[config.mk]
export PLATFORM = sky130hd
export DESIGN_NAME = alu_share_arbiter_flat
export DESIGN_NICKNAME = d
export VERILOG_FILES = /design/src/rtl/alu_share_arbiter_if.sv /design/src/rtl/alu_share_arbiter.sv /design/src/flat_wrapper.sv
export SDC_FILE = /design/constraint.sdc
export NUM_CORES = 1
export LEC_CHECK = 0
export CAP_MARGIN = 20
export CELL_PAD_IN_SITES_DETAIL_PLACEMENT = 1
export CELL_PAD_IN_SITES_GLOBAL_PLACEMENT = 1
export CORE_MARGIN = 8
export CORE_UTILIZATION = 20
export DETAILED_ROUTE_END_ITERATION = 10
export HOLD_SLACK_MARGIN = 0.12
export MAX_ROUTING_LAYER = met4
export PLACE_DENSITY_LB_ADDON = 0.1
export SLEW_MARGIN = 20
export SYNTH_ARGS = -nofsm -noshare
export SYNTH_HDL_FRONTEND = slang
export SYNTH_SLANG_ARGS = --single-unit
[constraint.sdc]
create_clock -name clk -period 2.8 [get_ports clk]
set_clock_uncertainty 0.05 [all_clocks]
set_input_delay 0.28 -clock clk [delete_from_list [all_inputs] [get_ports clk]]
set_output_delay 0.28 -clock clk [all_outputs]
set_load 0.005 [all_outputs]
[src/rtl/alu_share_arbiter_if.sv]
// Request, shared-ALU and response signals between requesters and the ALU share arbiter.
// The arbiter takes the slave side; requesters, the ALU and the response consumer take the master side.
interface alu_share_arbiter_if #(
  parameter int unsigned NUM_REQ = 2,
  parameter int unsigned XLEN    = 32
);
  localparam int unsigned IDW = (NUM_REQ > 1) ? $clog2(NUM_REQ) : 1;

  logic [NUM_REQ-1:0]      req_valid;
  logic [4*NUM_REQ-1:0]    req_op;
  logic [XLEN*NUM_REQ-1:0] req_a;
  logic [XLEN*NUM_REQ-1:0] req_b;
  logic [NUM_REQ-1:0]      req_ready;
  logic [3:0]              alu_op;
  logic [XLEN-1:0]         alu_a;
  logic [XLEN-1:0]         alu_b;
  logic [XLEN-1:0]         alu_result;
  logic                    rsp_valid;
  logic [IDW-1:0]          rsp_id;
  logic [XLEN-1:0]         rsp_result;
  logic                    rsp_ready;

  modport master (
    output req_valid, req_op, req_a, req_b, alu_result, rsp_ready,
    input  req_ready, alu_op, alu_a, alu_b, rsp_valid, rsp_id, rsp_result
  );

  modport slave (
    input  req_valid, req_op, req_a, req_b, alu_result, rsp_ready,
    output req_ready, alu_op, alu_a, alu_b, rsp_valid, rsp_id, rsp_result
  );
endinterface

[src/rtl/alu_share_arbiter.sv]
// Round-robin arbiter sharing one combinational ALU among NUM_REQ requesters,
// with a one-deep response register tagged by the winning requester's ID.
module alu_share_arbiter #(
  parameter int unsigned NUM_REQ = 2,
  parameter int unsigned XLEN    = 32
) (
  input logic               clk,
  input logic               rst,
  alu_share_arbiter_if.slave bus
);
  localparam int unsigned IDW     = (NUM_REQ > 1) ? $clog2(NUM_REQ) : 1;
  localparam logic [3:0]  ALU_ADD = 4'h0;

  typedef enum logic {StEmpty, StFull} state_e;

  state_e             state_q, state_d;
  logic [IDW-1:0]     rr_ptr_q, rr_next;
  logic [IDW-1:0]     rsp_id_q;
  logic [XLEN-1:0]    rsp_result_q;
  logic [IDW-1:0]     winner;
  logic               any_valid;
  logic               can_accept;
  logic               accept;
  logic [NUM_REQ-1:0] grant;

  // Search starts at rr_ptr and wraps; first valid requester wins.
  always_comb begin
    int unsigned idx;
    idx       = 0;
    winner    = '0;
    any_valid = 1'b0;
    for (int unsigned k = 0; k < NUM_REQ; k++) begin
      idx = (32'(rr_ptr_q) + k) % NUM_REQ;
      if (!any_valid && bus.req_valid[idx]) begin
        any_valid = 1'b1;
        winner    = IDW'(idx);
      end
    end
  end

  always_comb begin
    grant      = any_valid ? (NUM_REQ'(1) << winner) : '0;
    can_accept = (state_q == StEmpty) || bus.rsp_ready;
    accept     = any_valid && can_accept && !rst;
    rr_next    = IDW'((32'(winner) + 1) % NUM_REQ);
  end

  assign bus.req_ready = grant & {NUM_REQ{can_accept && !rst}};

  always_comb begin
    bus.alu_op = ALU_ADD;
    bus.alu_a  = '0;
    bus.alu_b  = '0;
    if (any_valid) begin
      bus.alu_op = bus.req_op[32'(winner)*4 +: 4];
      bus.alu_a  = bus.req_a[32'(winner)*XLEN +: XLEN];
      bus.alu_b  = bus.req_b[32'(winner)*XLEN +: XLEN];
    end
  end

  always_ff @(posedge clk or posedge rst) begin
    if (rst) begin
      state_q <= StEmpty;
    end else begin
      state_q <= state_d;
    end
  end

  // A drain in the same cycle as an accept keeps the register full.
  always_comb begin
    state_d = state_q;
    unique case (state_q)
      StEmpty: if (accept) state_d = StFull;
      StFull:  if (bus.rsp_ready && !accept) state_d = StEmpty;
      default: state_d = StEmpty;
    endcase
  end

  always_comb begin
    bus.rsp_valid  = (state_q == StFull);
    bus.rsp_id     = rsp_id_q;
    bus.rsp_result = rsp_result_q;
  end

  always_ff @(posedge clk or posedge rst) begin
    if (rst) begin
      rr_ptr_q     <= '0;
      rsp_id_q     <= '0;
      rsp_result_q <= '0;
    end else if (accept) begin
      rr_ptr_q     <= rr_next;
      rsp_id_q     <= winner;
      rsp_result_q <= bus.alu_result;
    end
  end
endmodule

[src/flat_wrapper.sv]
// flat-port wrapper written by rule: the top's interface ports become plain ports
module alu_share_arbiter_flat 
#(
  parameter int unsigned NUM_REQ = 2,
  parameter int unsigned XLEN    = 32
)
  (clk, rst, bus_req_valid, bus_req_op, bus_req_a, bus_req_b, bus_alu_result, bus_rsp_ready, bus_req_ready, bus_alu_op, bus_alu_a, bus_alu_b, bus_rsp_valid, bus_rsp_id, bus_rsp_result);
  alu_share_arbiter_if #(.NUM_REQ(NUM_REQ), .XLEN(XLEN)) bus_i ();
  input logic clk;
  input logic rst;
  input wire logic [$bits(bus_i.req_valid)-1:0] bus_req_valid;
  input wire logic [$bits(bus_i.req_op)-1:0] bus_req_op;
  input wire logic [$bits(bus_i.req_a)-1:0] bus_req_a;
  input wire logic [$bits(bus_i.req_b)-1:0] bus_req_b;
  input wire logic [$bits(bus_i.alu_result)-1:0] bus_alu_result;
  input wire logic [$bits(bus_i.rsp_ready)-1:0] bus_rsp_ready;
  output wire logic [$bits(bus_i.req_ready)-1:0] bus_req_ready;
  output wire logic [$bits(bus_i.alu_op)-1:0] bus_alu_op;
  output wire logic [$bits(bus_i.alu_a)-1:0] bus_alu_a;
  output wire logic [$bits(bus_i.alu_b)-1:0] bus_alu_b;
  output wire logic [$bits(bus_i.rsp_valid)-1:0] bus_rsp_valid;
  output wire logic [$bits(bus_i.rsp_id)-1:0] bus_rsp_id;
  output wire logic [$bits(bus_i.rsp_result)-1:0] bus_rsp_result;
  assign bus_i.req_valid = bus_req_valid;
  assign bus_i.req_op = bus_req_op;
  assign bus_i.req_a = bus_req_a;
  assign bus_i.req_b = bus_req_b;
  assign bus_i.alu_result = bus_alu_result;
  assign bus_i.rsp_ready = bus_rsp_ready;
  assign bus_req_ready = bus_i.req_ready;
  assign bus_alu_op = bus_i.alu_op;
  assign bus_alu_a = bus_i.alu_a;
  assign bus_alu_b = bus_i.alu_b;
  assign bus_rsp_valid = bus_i.rsp_valid;
  assign bus_rsp_id = bus_i.rsp_id;
  assign bus_rsp_result = bus_i.rsp_result;
  alu_share_arbiter #(.NUM_REQ(NUM_REQ), .XLEN(XLEN)) u_core (.clk(clk), .rst(rst), .bus(bus_i));
endmodule
# Word level (Yosys, flattened, before mapping)
# Cells that the tools add are included.
[word_totals] in_bits=173 reg_bits=35 elab_cells=38
[classes] magnitude_cmp=2 n_shift=4 n_reduce_logical=9 n_addsub=2 muxes=15 bitwise=2
[op_table] cell="64-bit by 7-bit indexed part select with 32-bit output" n=2
[op_table] cell="32-bit 2-to-1 mux" n=2
[op_table] cell="1-bit 2-to-1 mux" n=10
[op_table] cell="8-bit by 4-bit indexed part select with 4-bit output" n=1
[op_table] cell="1-bit logical AND" n=5
[op_table] cell="1-bit by 2-bit < comparator with 1-bit output (second input constant)" n=2
[op_table] cell="4-bit 2-to-1 mux" n=1
[op_table] cell="1-bit zero test" n=3
[op_table] cell="1-bit adder (second input constant)" n=2
[op_table] cell="2-bit AND" n=1
[op_table] cell="2-bit 2-to-1 mux" n=1
[op_table] cell="1-bit case mux with 2 select lines" n=1
[op_table] cell="1-bit by 1-bit << shifter with 2-bit output (first input constant)" n=1
[op_table] cell="1-bit logical OR" n=1
[op_table] cell="1-bit NOT" n=1

# Logic depth before layout (Yosys ltp)
# Gate-level depths: netlist of the first run.
[depth] word_depth=12 mapped_depth=6

# Worst setup path before layout of the first run
# Ideal clock, no wire load.
[synth_timing] path_type="register -> register" from="register u_core.state_q (netlist: u_core.bus.rsp_valid)" to="register u_core.rsp_result_q[22] (netlist: u_core.bus.rsp_result[22])" path_stages_with_launch=5 arrival_time_ns=1.414 setup_time_ns=0.125 slack_ns=1.211 period_less_slack_ns=1.589 path_cell_list="dfrtp_1 > nor2b_1 > nor3_4 > buf_6 > mux2_2"
[synth_via] elab_chain_cells=4
[synth_lines] element="from (decl)" line_no="alu_share_arbiter.sv:16" rtl="state_e state_q, state_d;"
[synth_lines] element="from (signal assigned)" line_no="alu_share_arbiter.sv:63" rtl="state_q <= StEmpty;"
[synth_lines] element="from (signal assigned)" line_no="alu_share_arbiter.sv:65" rtl="state_q <= state_d;"
[synth_lines] element="1-bit NOT" line_no="alu_share_arbiter.sv:43" rtl="can_accept = (state_q == StEmpty) || bus.rsp_ready;"
[synth_lines] element="1-bit logical OR" line_no="alu_share_arbiter.sv:43"
[synth_lines] element="1-bit logical AND (2 in series)" line_no="alu_share_arbiter.sv:44" rtl="accept = any_valid && can_accept && !rst;"
[synth_lines] element="to (signal assigned)" line_no="alu_share_arbiter.sv:93" rtl="rsp_result_q <= bus.alu_result;"
[synth_lines] element="to (decl)" line_no="alu_share_arbiter.sv:19" rtl="logic [XLEN-1:0] rsp_result_q;"
# Every way passes these cells.
# A chain may end at the register's enable or synchronous reset.

# Worst setup path after layout of the first run
[layout_timing] from="input bus_req_valid[1]" to="output bus_alu_a[28]"
[layout_via] elab_chain_cells=8 word_cells_on_any_way=12 classes_between="1 x shift; 9 x mux; 2 x reduce/logical"
[layout_lines] element="from (decl)" line_no="flat_wrapper.sv:11" rtl="input wire logic [$bits(bus_i.req_valid)-1:0] bus_req_valid;"
[layout_lines] element="1-bit 2-to-1 mux (not written as such) (2 in series)" line_no="alu_share_arbiter.sv:34" rtl="if (!any_valid && bus.req_valid[idx]) begin"
[layout_lines] element="1-bit 2-to-1 mux" line_no="alu_share_arbiter.sv:34"
[layout_lines] element="1-bit zero test" line_no="alu_share_arbiter.sv:34"
[layout_lines] element="1-bit logical AND" line_no="alu_share_arbiter.sv:34"
[layout_lines] element="1-bit 2-to-1 mux" line_no="alu_share_arbiter.sv:34"
[layout_lines] element="64-bit by 7-bit indexed part select with 32-bit output" line_no="alu_share_arbiter.sv:56" rtl="bus.alu_a = bus.req_a[32'(winner)*XLEN +: XLEN];"
[layout_lines] element="32-bit 2-to-1 mux *" line_no="alu_share_arbiter.sv:54" rtl="if (any_valid) begin"
[layout_lines] element="to (decl)" line_no="flat_wrapper.sv:19" rtl="output wire logic [$bits(bus_i.alu_a)-1:0] bus_alu_a;"
# Mark *: on every way between the ends. The rest lies on a longest branch, timed or not. The select of a mux whose other input is x is not followed.

==> results of run 1 <==
-- per-stage QoR --
stage | utilization | instance area (µm²) | power, mW | setup slack, ps
floorplan | - | 2631 | 1.001 | 1211
global placement | 0.4267 | 5562 | 1.704 | 428.8
detailed placement | 0.4267 | 5562 | 1.725 | 365.0
CTS | 0.4384 | 5713 | 2.301 | 359.0
global route | 0.4386 | 5715 | 2.389 | 295.4
finish | 0.4386 | 5715 | 2.254 | 403.1
-- flip-flops by register name (all words and copies together), names as in the netlist --
register               flops
u_core.rr_ptr_q            1
u_core.bus.rsp_valid       1
u_core.bus.rsp_id          1
u_core.bus.rsp_result     32
-- power by group --
group          switching, mW  internal [mW]  leakage, nW
clock network          0.200          0.355       0.0741
logic                  0.344          0.706         2.24
registers             0.0487          0.600        0.410
-- worst paths after layout --
kind / start / to / slack [ps] / cells past startpoint
min reg2reg: u_core.bus.rsp_result[0]$_DFFE_PP0P_ / u_core.bus.rsp_result[0]$_DFFE_PP0P_ / 440 / 1
max in group asynchronous: rst / u_core.rr_ptr_q$_DFFE_PP0P_ / 1890 / 3
max: bus_req_valid[1] / bus_alu_a[28] / 400 / 5
min: u_core.bus.rsp_result[0]$_DFFE_PP0P_ / u_core.bus.rsp_result[0]$_DFFE_PP0P_ / 440 / 1
min in group asynchronous: rst / u_core.bus.rsp_result[4]$_DFFE_PP0P_ / 490 / 3
max reg2reg: u_core.bus.rsp_valid$_DFF_PP0_ / u_core.bus.rsp_result[8]$_DFFE_PP0P_ / 1070 / 4
-- cell families after synthesis --
family / count (synthesis) / share of synthesized area
compound gates: 1 / 0.001900
simple gates: 74 / 0.1141
flops: 35 / 0.3329
buf+inv: 90 / 0.1474
mux: 102 / 0.4037
-- cell usage in the layout (no fill, tap or decap), types with 2 or more instances in the layout --
cell,synthesis,final
buf_12,0,2
buf_4,6,3
clkbuf_16,0,5
clkdlybuf4s50_1,0,275
dfrtp_1,35,35
inv_1,71,71
mux2_1,5,5
mux2_2,28,28
mux2i_1,69,69
nand2_1,68,68
-- critical path: cells and delay by family --
kind                   cells  cell delay (ps)
AOI/OAI and AO/OA          1              110
buffers and inverters      3             1360
muxes                      1              240
-- layout make-up --
type / count / area [µm²]
Timing Repair Buffer: 281 / 2820
Tap cell: 176 / 220.2
Inverter: 71 / 266.5
Clock buffer: 7 / 142.6
Clock inverter: 1 / 8.758
Multi-Input combinational cell: 177 / 1379
Sequential cell: 35 / 875.8
Fill cell: 1561 / 7317
Antenna cell: 1 / 2.502
-- routing by layer --
layer	wire length (µm)	part of all wire	vias to the layer above	GRT usage
met4	178	0.013	0	0.02971
li1	-	-	1462	-
met3	1644	0.12	10	0.06250
met2	7041	0.50	151	0.2798
met5	0	0	-	-
met1	5116	0.37	1422	0.1569
==> qor.yml, run 1 <==
portBuffers: 276
cts_setup_buffers: 0
ir_worst_vdd_mv: 0.3777
worstPathRequired_ps: 2470
tightest_slew_ps: 466.8
cts_resized: 0
synth_top_area_frac: 0.3329
numCtsBuffers: 5
crit_top_cell: "clkdlybuf4s50_1"
ios: 277
worstSkewPairLatency_ps: 270
cts_hold_buffers: 0
hpwlAfterDp_um: 11720
yosys_warnings: 0
p_leak_nw: 2.727
critPathKind: "in2out"
dr.pass1.iters: 4
dp_cells: 740
syn_to_final_growth_pct: 117.2
max_freq_ghz: 0.4172
synth_seq_area_share: 0.3329
wire_per_inst_um: 18.67
initial_core_util: 0.2019
slowest_stage: "clkdlybuf4s50_1"
hold_path.class: "reg2reg"
layout_min_cycle_time_ps: 2397
grt_pass1_wl_um: 19440
wl_um: 13980
fin_nets: 744
yosysMostFrequentCell: "inv_1"
setup_viol: 0
dieHeight_um: 130.7
status: "completed"
ys_top_cells_by_area: "dfrtp_1, mux2i_1, mux2_2"
initialDrtViolationCount: 82
cp.arrival_ps: 2070
hold_viol: 0
synthArstFlopShare: 1.000
syn-num-nets: 475
vias_per_cell: 4.065
synth_largest_area_cell: "dfrtp_1"
cp-end-kind: "primary output"
grt_pass1_vias: 3364
worstPathCellList: "clkdlybuf4s50_1 -> o21ai_4 -> buf_12 -> mux2i_1 -> clkdlybuf4s50_1"
rsz0062_at_grt: "no"
synthesis.area_mm2: 0.002631
dieArea_mm2: 0.01708
ant_nets: 0
crit_path_start_kind: "primary input"
grt_max_degree: 70
vias: 3045
drc: 0
hold_slack_ps: 438.4
syn_avg_cell_area_um2: 8.713
final_max_slew_viol_count: 0
crit_fanout: 49
clkTransAtPathRegs_ps: 50
tns_ps: 0
cts_tree: "done"
min_period_over_period: 0.8560
p_per_area_mw_per_mm2: 394.4
finalNonFillerCells: 749
ys_types: 18
row_count: 42
clockRootBuffer: "clkbuf_16"
antenna_found_initial: 1
htreeDepth: 2
coreArea_mm2: 0.01303
synth_edf_count: 0
gr-total-overflow: 0
ys_ff_latch: 35
drive_above_1_share: 0.07692
synthCells: 302
grt_use_total: 0.1555
cap_violations: 0
die_x_um: 130.7
slew_headroom: 0.6888
synth_common_cells: "inv_1, mux2i_1, nand2_1, dfrtp_1, mux2_2"
clockBufferDepth: 2
cts_sinks: 35
critPathMaxStageDelay_ps: 580
place_congestion: 0.8302
yosys_most_used_dff: "dfrtp_1"
(Power assumes the default switching activity.)
==> inputs of run 2 (changes only) <==
clock period = 3 ns   (was 2.8 ns; I/O delays follow)
==> run 2 against run 1 <==
Critical path depth is 1 lower. Utilization hardly changed. Critical path type is now reg2out. Cell count is 0.13% lower. Count of clock-buffer cells in the layout is 2 lower. Clock power is 11% lower. Via count is 0.66% lower. Register-to-register slack better by 190 ps. Non-clock buffer count is 1 higher. Global-route usage is 0.31 points lower.
==> qor.yml, run 2 (same netlist as run 1, synthesis figures left out) <==
clockRootBuffer: "clkbuf_16"
hold_viol: 0  # unchanged
r2r-start: "u_core.bus.rsp_valid$_DFF_PP0_"
setup_viol: 0  # unchanged
clkTransAtPathRegs_ps: 60  # about the same
p_int_mw: 1.528  # -8.0%
worstHoldStart: "u_core.bus.rsp_result[14]$_DFFE_PP0P_"
design_area_mm2: 0.005720  # about the same
portBuffers: 276  # unchanged
antenna_found_initial: 0  # -1
grt_use_total: 0.1524  # -0.003111
grt_pass1_wl_um: 19350  # -0.43%
fin_nets: 745  # +0.13%
layout_min_cycle_time_ps: 2580
initial_core_util: 0.2019  # unchanged
worstPathCellList: "o21ai_4 -> buf_12 -> mux2i_1 -> clkdlybuf4s50_1"
crit_fanout: 22  # -55%
htreeDepth: 2  # unchanged
p_clk_frac: 0.237  # -0.010
swShare: 0.2679  # +0.004782
ant_nets: 0  # unchanged
p_seq_frac: 0.290  # +0.002
slew_headroom: 0.5930  # -0.09581
numCtsBuffers: 5  # unchanged
critPathKind: "reg2out"
syn_to_final_growth_pct: 117.4  # about the same
slowest_stage: "clkdlybuf4s50_1"
cap_violations: 0  # unchanged
cpLargestDelayFamily: "buffers and inverters"
clockBufferDepth: 2  # unchanged
worstSkewPairLatency_ps: 270  # about the same
crit_path_start_kind: "flop"
fillers: 1532  # -1.9%
comb_power_share: 0.473  # +0.007
rsz0062_at_grt: "no"
hpwlAfterDp_um: 11660  # -0.55%
power.switching_mw: 0.5592  # -5.7%
status: "completed"
dieHeight_um: 130.7  # unchanged
p_per_area_mw_per_mm2: 364.9  # -7.5%
hold_path.class: "reg2reg"
row_count: 42  # unchanged
diodes: 0  # -1
dr.pass1.iters: 4  # unchanged
coreArea_mm2: 0.01303  # unchanged
final_cell_mix: "clkdlybuf4s50_1, inv_1, mux2i_1"
mostFrequentLayoutCell: "clkdlybuf4s50_1"
initialDrtViolationCount: 86  # +4.9%
grt_max_degree: 61  # -13%
wire_per_inst_um: 18.33  # -1.8%
tns_ps: 0  # unchanged
ios: 277  # unchanged
wl_um: 13710  # -1.9%
max_freq_ghz: 0.3876
dieArea_mm2: 0.01708  # unchanged
seq_area_um2: 875.8  # unchanged
die_x_um: 130.7  # unchanged
vias_per_cell: 4.044  # -0.52%
vias: 3025  # -0.66%
drc: 0  # unchanged
drive_above_1_share: 0.07867  # +0.001748
cp.arrival_ps: 2230  # +160 ps
worstPathRequired_ps: 2650  # +180 ps
critPathMaxStageDelay_ps: 560  # -20 ps
largest_reg_flops: 32  # unchanged
cts_sinks: 35  # unchanged
cts_setup_buffers: 0  # unchanged
crit_start: "u_core.rr_ptr_q$_DFFE_PP0P_"
multiInputGateArea_mm2: 0.001379  # unchanged
cts_tree: "done"
ir_worst_vdd_mv: 0.3217  # -15%
cp-end-kind: "primary output"
final_max_slew_viol_count: 0  # unchanged
grt_pass1_vias: 3322  # -1.2%
cts_resized: 0  # unchanged
dpl_cell_area_mm2: 0.005582  # +0.36%
tightest_slew_ps: 610.5  # +143.7 ps
min_period_over_period: 0.8600
place_congestion: 0.8117  # -2.2%
gr-total-overflow: 0  # unchanged
crit_buf_inv: 2  # -1
p_leak_nw: 2.733  # +0.20%
cts_hold_buffers: 0  # unchanged
-- run 2: area by class of cell --
cell class                 instances  share of cell area
tap                              176             0.03850
sequential                        35              0.1531
multi-input combinational        177              0.2410
clock inverter                     2            0.002406
timing repair buffer             282              0.4965
inverter                          71             0.04659
clock buffer                       5             0.02187
-- run 2: final timing paths --
path,end,slack [ps],cells after the start
setup / recovery,bus_alu_a[1],420,4
hold / removal,u_core.bus.rsp_result[14]$_DFFE_PP0P_,440,1
setup reg to reg,u_core.bus.rsp_result[17]$_DFFE_PP0P_,1260,4
hold reg to reg,u_core.bus.rsp_result[14]$_DFFE_PP0P_,440,1
max in group asynchronous,u_core.bus.rsp_result[3]$_DFFE_PP0P_,2070,3
min in group asynchronous,u_core.bus.rsp_result[5]$_DFFE_PP0P_,510,3
-- run 2: per-stage QoR --
stage               hold slack, ps  setup WS (ps)  power, mW    util  instances
floorplan                    384.7           1411     0.9347       -        302
global placement             415.9          427.2      1.600  0.4283        741
detailed placement           430.1          448.5      1.617  0.4283        741
CTS                          443.1          376.0      2.123  0.4389        748
global route                 462.9          293.2      2.206  0.4389        748
finish                       439.2          419.9      2.087  0.4389        748
-- run 2: per-layer routing --
metal / vias to the layer above / routed length, µm / global-route usage
li1: 1464 / - / -
met1: 1401 / 5074 / 0.1573
met2: 152 / 7013 / 0.2771
met3: 8 / 1529 / 0.05641
met4: 0 / 94 / 0.02093
met5: - / 0 / -
-- run 2: worst reg2reg max path: cells and delay by family, from the launching register on --
kind | cells | cell delay (ps)
buffers and inverters | 1 | 420
multiplexers | 1 | 420
flip-flops | 1 | 390
AND/OR/NAND/NOR | 2 | 350
-- run 2: power by group through the flow --
stage / combinational (mW) / clock [mW] / sequential, mW
after floorplan: 0.320 / 0 / 0.615
after global placement: 0.993 / 0 / 0.607
after detailed placement: 1.00 / 0 / 0.613
after CTS: 1.01 / 0.507 / 0.607
after global routing: 1.06 / 0.526 / 0.616
final: 0.987 / 0.495 / 0.605
==> inputs of run 3 (changes only) <==
PLACE_DENSITY = 0.92   (was not set)
PLACE_DENSITY_LB_ADDON = not set   (was 0.1)
==> run 3 against run 2 <==
Count of clock-buffer cells in the layout up 1. Highest routed layer unchanged. Cell area up 0.24%. Non-clock buffer count unchanged. Register-to-register slack about the same. Routed wire length up 0.98%. Cell count up 0.13%. Power up 6.1%. Critical path depth unchanged. First-iteration DRC count down 36%. Worst hold slack worse by 160 ps. Global-route usage up 0.49 points.
==> qor.yml, run 3 (same netlist as run 1, synthesis figures left out) <==
cp-end-kind: "primary output"
postLayoutCoreUtil: 0.4400  # +0.001056
min_period_over_period: 0.9324  # +0.07236
wl_um: 13850  # +0.98%
vias_per_cell: 4.146  # +2.5%
clockRootBuffer: "clkbuf_16"
power.switching_mw: 0.5782  # +3.4%
ir_worst_vdd_mv: 0.4803  # +49%
slowest_stage: "clkdlybuf4s50_1"
place_congestion: 0.9084  # +12%
critPathMaxStageDelay_ps: 570  # about the same
numCtsBuffers: 5  # unchanged
hold_path.class: "in2async"
cp.arrival_ps: 2450  # +220 ps
hpwlAfterDp_um: 11970  # +2.7%
cts_resized: 0  # unchanged
dieArea_mm2: 0.01708  # unchanged
htreeDepth: 2  # unchanged
worstPathRequired_ps: 2650  # about the same
p_seq_frac: 0.276  # -0.014
cts_setup_buffers: 0  # unchanged
drive_above_1_share: 0.08028  # +0.001608
swShare: 0.2611  # -0.006829
dieHeight_um: 130.7  # unchanged
p_per_area_mw_per_mm2: 386.2  # +5.8%
status: "completed"
cts_tree: "done"
initial_core_util: 0.2019  # unchanged
ios: 277  # unchanged
grt_use_total: 0.1573  # +0.004873
slew_headroom: 0.5330  # -0.06002
final_max_slew_viol_count: 0  # unchanged
syn_to_final_growth_pct: 117.9
clkTransAtPathRegs_ps: 60  # about the same
rsz0062_at_grt: "no"
grt_pass1_vias: 3626  # +9.2%
grt_max_degree: 70  # +15%
coreArea_mm2: 0.01303  # unchanged
gr-total-overflow: 0  # unchanged
fin_nets: 745  # unchanged
grt_pass1_wl_um: 19980  # +3.2%
tightest_slew_ps: 700.5  # +90.03 ps
max_freq_ghz: 0.3575  # -7.8%
fillers: 1541  # +0.59%
setup_viol: 0  # unchanged
critPathKind: "reg2out"
crit_fanout: 44  # +100%
final_cell_mix: "clkdlybuf4s50_1, inv_1, mux2i_1"
ant_nets: 0  # unchanged
row_count: 42  # unchanged
hold_viol: 0  # unchanged
crit_path_start_kind: "flop"
dr.pass1.iters: 5  # +1
die_x_um: 130.7  # unchanged
p_int_mw: 1.636  # +7.1%
largest_reg_flops: 32  # unchanged
p_clk_frac: 0.276  # +0.039
portBuffers: 276  # unchanged
mostFrequentLayoutCell: "clkdlybuf4s50_1"
worstSkewPairLatency_ps: 270  # about the same
antenna_found_initial: 0  # unchanged
cap_violations: 0  # unchanged
cts_sinks: 35  # unchanged
worstPathCellList: "o21ai_4 -> buf_12 -> mux2i_1 -> clkdlybuf4s50_1"
cts_hold_buffers: 0  # unchanged
drc: 0  # unchanged
p_leak_nw: 2.741  # +0.29%
initialDrtViolationCount: 55  # -36%
tns_ps: 0  # unchanged
diodes: 0  # unchanged
clockBufferDepth: 2  # unchanged
comb_power_share: 0.449  # -0.024
hold_slack_ps: 279.5  # -159.7 ps
wire_per_inst_um: 18.48  # +0.84%
vias: 3105  # +2.6%
layout_min_cycle_time_ps: 2797  # +217.1 ps
run 3: changes by cell type in the layout (fill, tap and decap cells not counted), sizes merged:
| cell | before | now |
|---|---|---|
| inv | 71 | 72 |
| clkinv | 2 | 0 |
| clkbuf | 5 | 6 |
| bufinv | 0 | 1 |
run 3: per-stage QoR:
step	setup slack (ps)	power, mW	instances	cell area [µm²]
floorplan	1411	0.9347	302	2631
global placement	391.9	1.581	741	5557
detailed placement	344.5	1.626	741	5557
CTS	167.1	2.253	749	5734
global route	60.25	2.332	749	5734
finish	202.8	2.214	749	5734
run 3: layout make-up:
class                      instances  area, µm²  share of cell area
inverter                          71      266.5             0.04648
clock inverter                     2      38.79            0.006764
tap                              176      220.2             0.03840
multi-input combinational        177       1379              0.2405
sequential                        35      875.8              0.1527
timing repair buffer             282       2815              0.4909
clock buffer                       6      138.9             0.02422
run 3: per-layer routing:
layer / GRT usage / up-vias / part of all wire
met1: 0.1508 / 1485 / 0.34
met3: 0.05073 / 10 / 0.095
met5: - / - / 0
li1: - / 1471 / -
met4: 0.02633 / 0 / 0.011
met2: 0.3037 / 139 / 0.55
run 3: power groups by stage:
stage	Clock [mW]	Combinational [mW]	Sequential (mW)
after floorplan	0	0.320	0.615
after global placement	0	0.973	0.608
after detailed placement	0	1.01	0.620
after CTS	0.626	1.01	0.612
after global routing	0.643	1.07	0.621
final	0.610	0.994	0.610
run 3: final timing paths:
check                                                       from                               endpoint  slack, ps  cells after the start
min                                                          rst            u_core.rr_ptr_q$_DFFE_PP0P_        280                      2
max in group asynchronous                                    rst  u_core.bus.rsp_result[20]$_DFFE_PP0P_       1980                      3
max reg2reg                       u_core.bus.rsp_valid$_DFF_PP0_   u_core.bus.rsp_result[4]$_DFFE_PP0P_       1250                      4
max                                  u_core.rr_ptr_q$_DFFE_PP0P_                           bus_alu_a[0]        200                      4
min in group clk           u_core.bus.rsp_result[11]$_DFFE_PP0P_  u_core.bus.rsp_result[11]$_DFFE_PP0P_        430                      1
min reg2reg                u_core.bus.rsp_result[11]$_DFFE_PP0P_  u_core.bus.rsp_result[11]$_DFFE_PP0P_        430                      1
run 3: worst max-delay path, delay by kind of cell, from the launching register on:
family / cells / cell delay (ps)
buffers and inverters: 2 / 930
AO/OA/AOI/OAI: 1 / 500
flip-flops: 1 / 410
multiplexers: 1 / 310
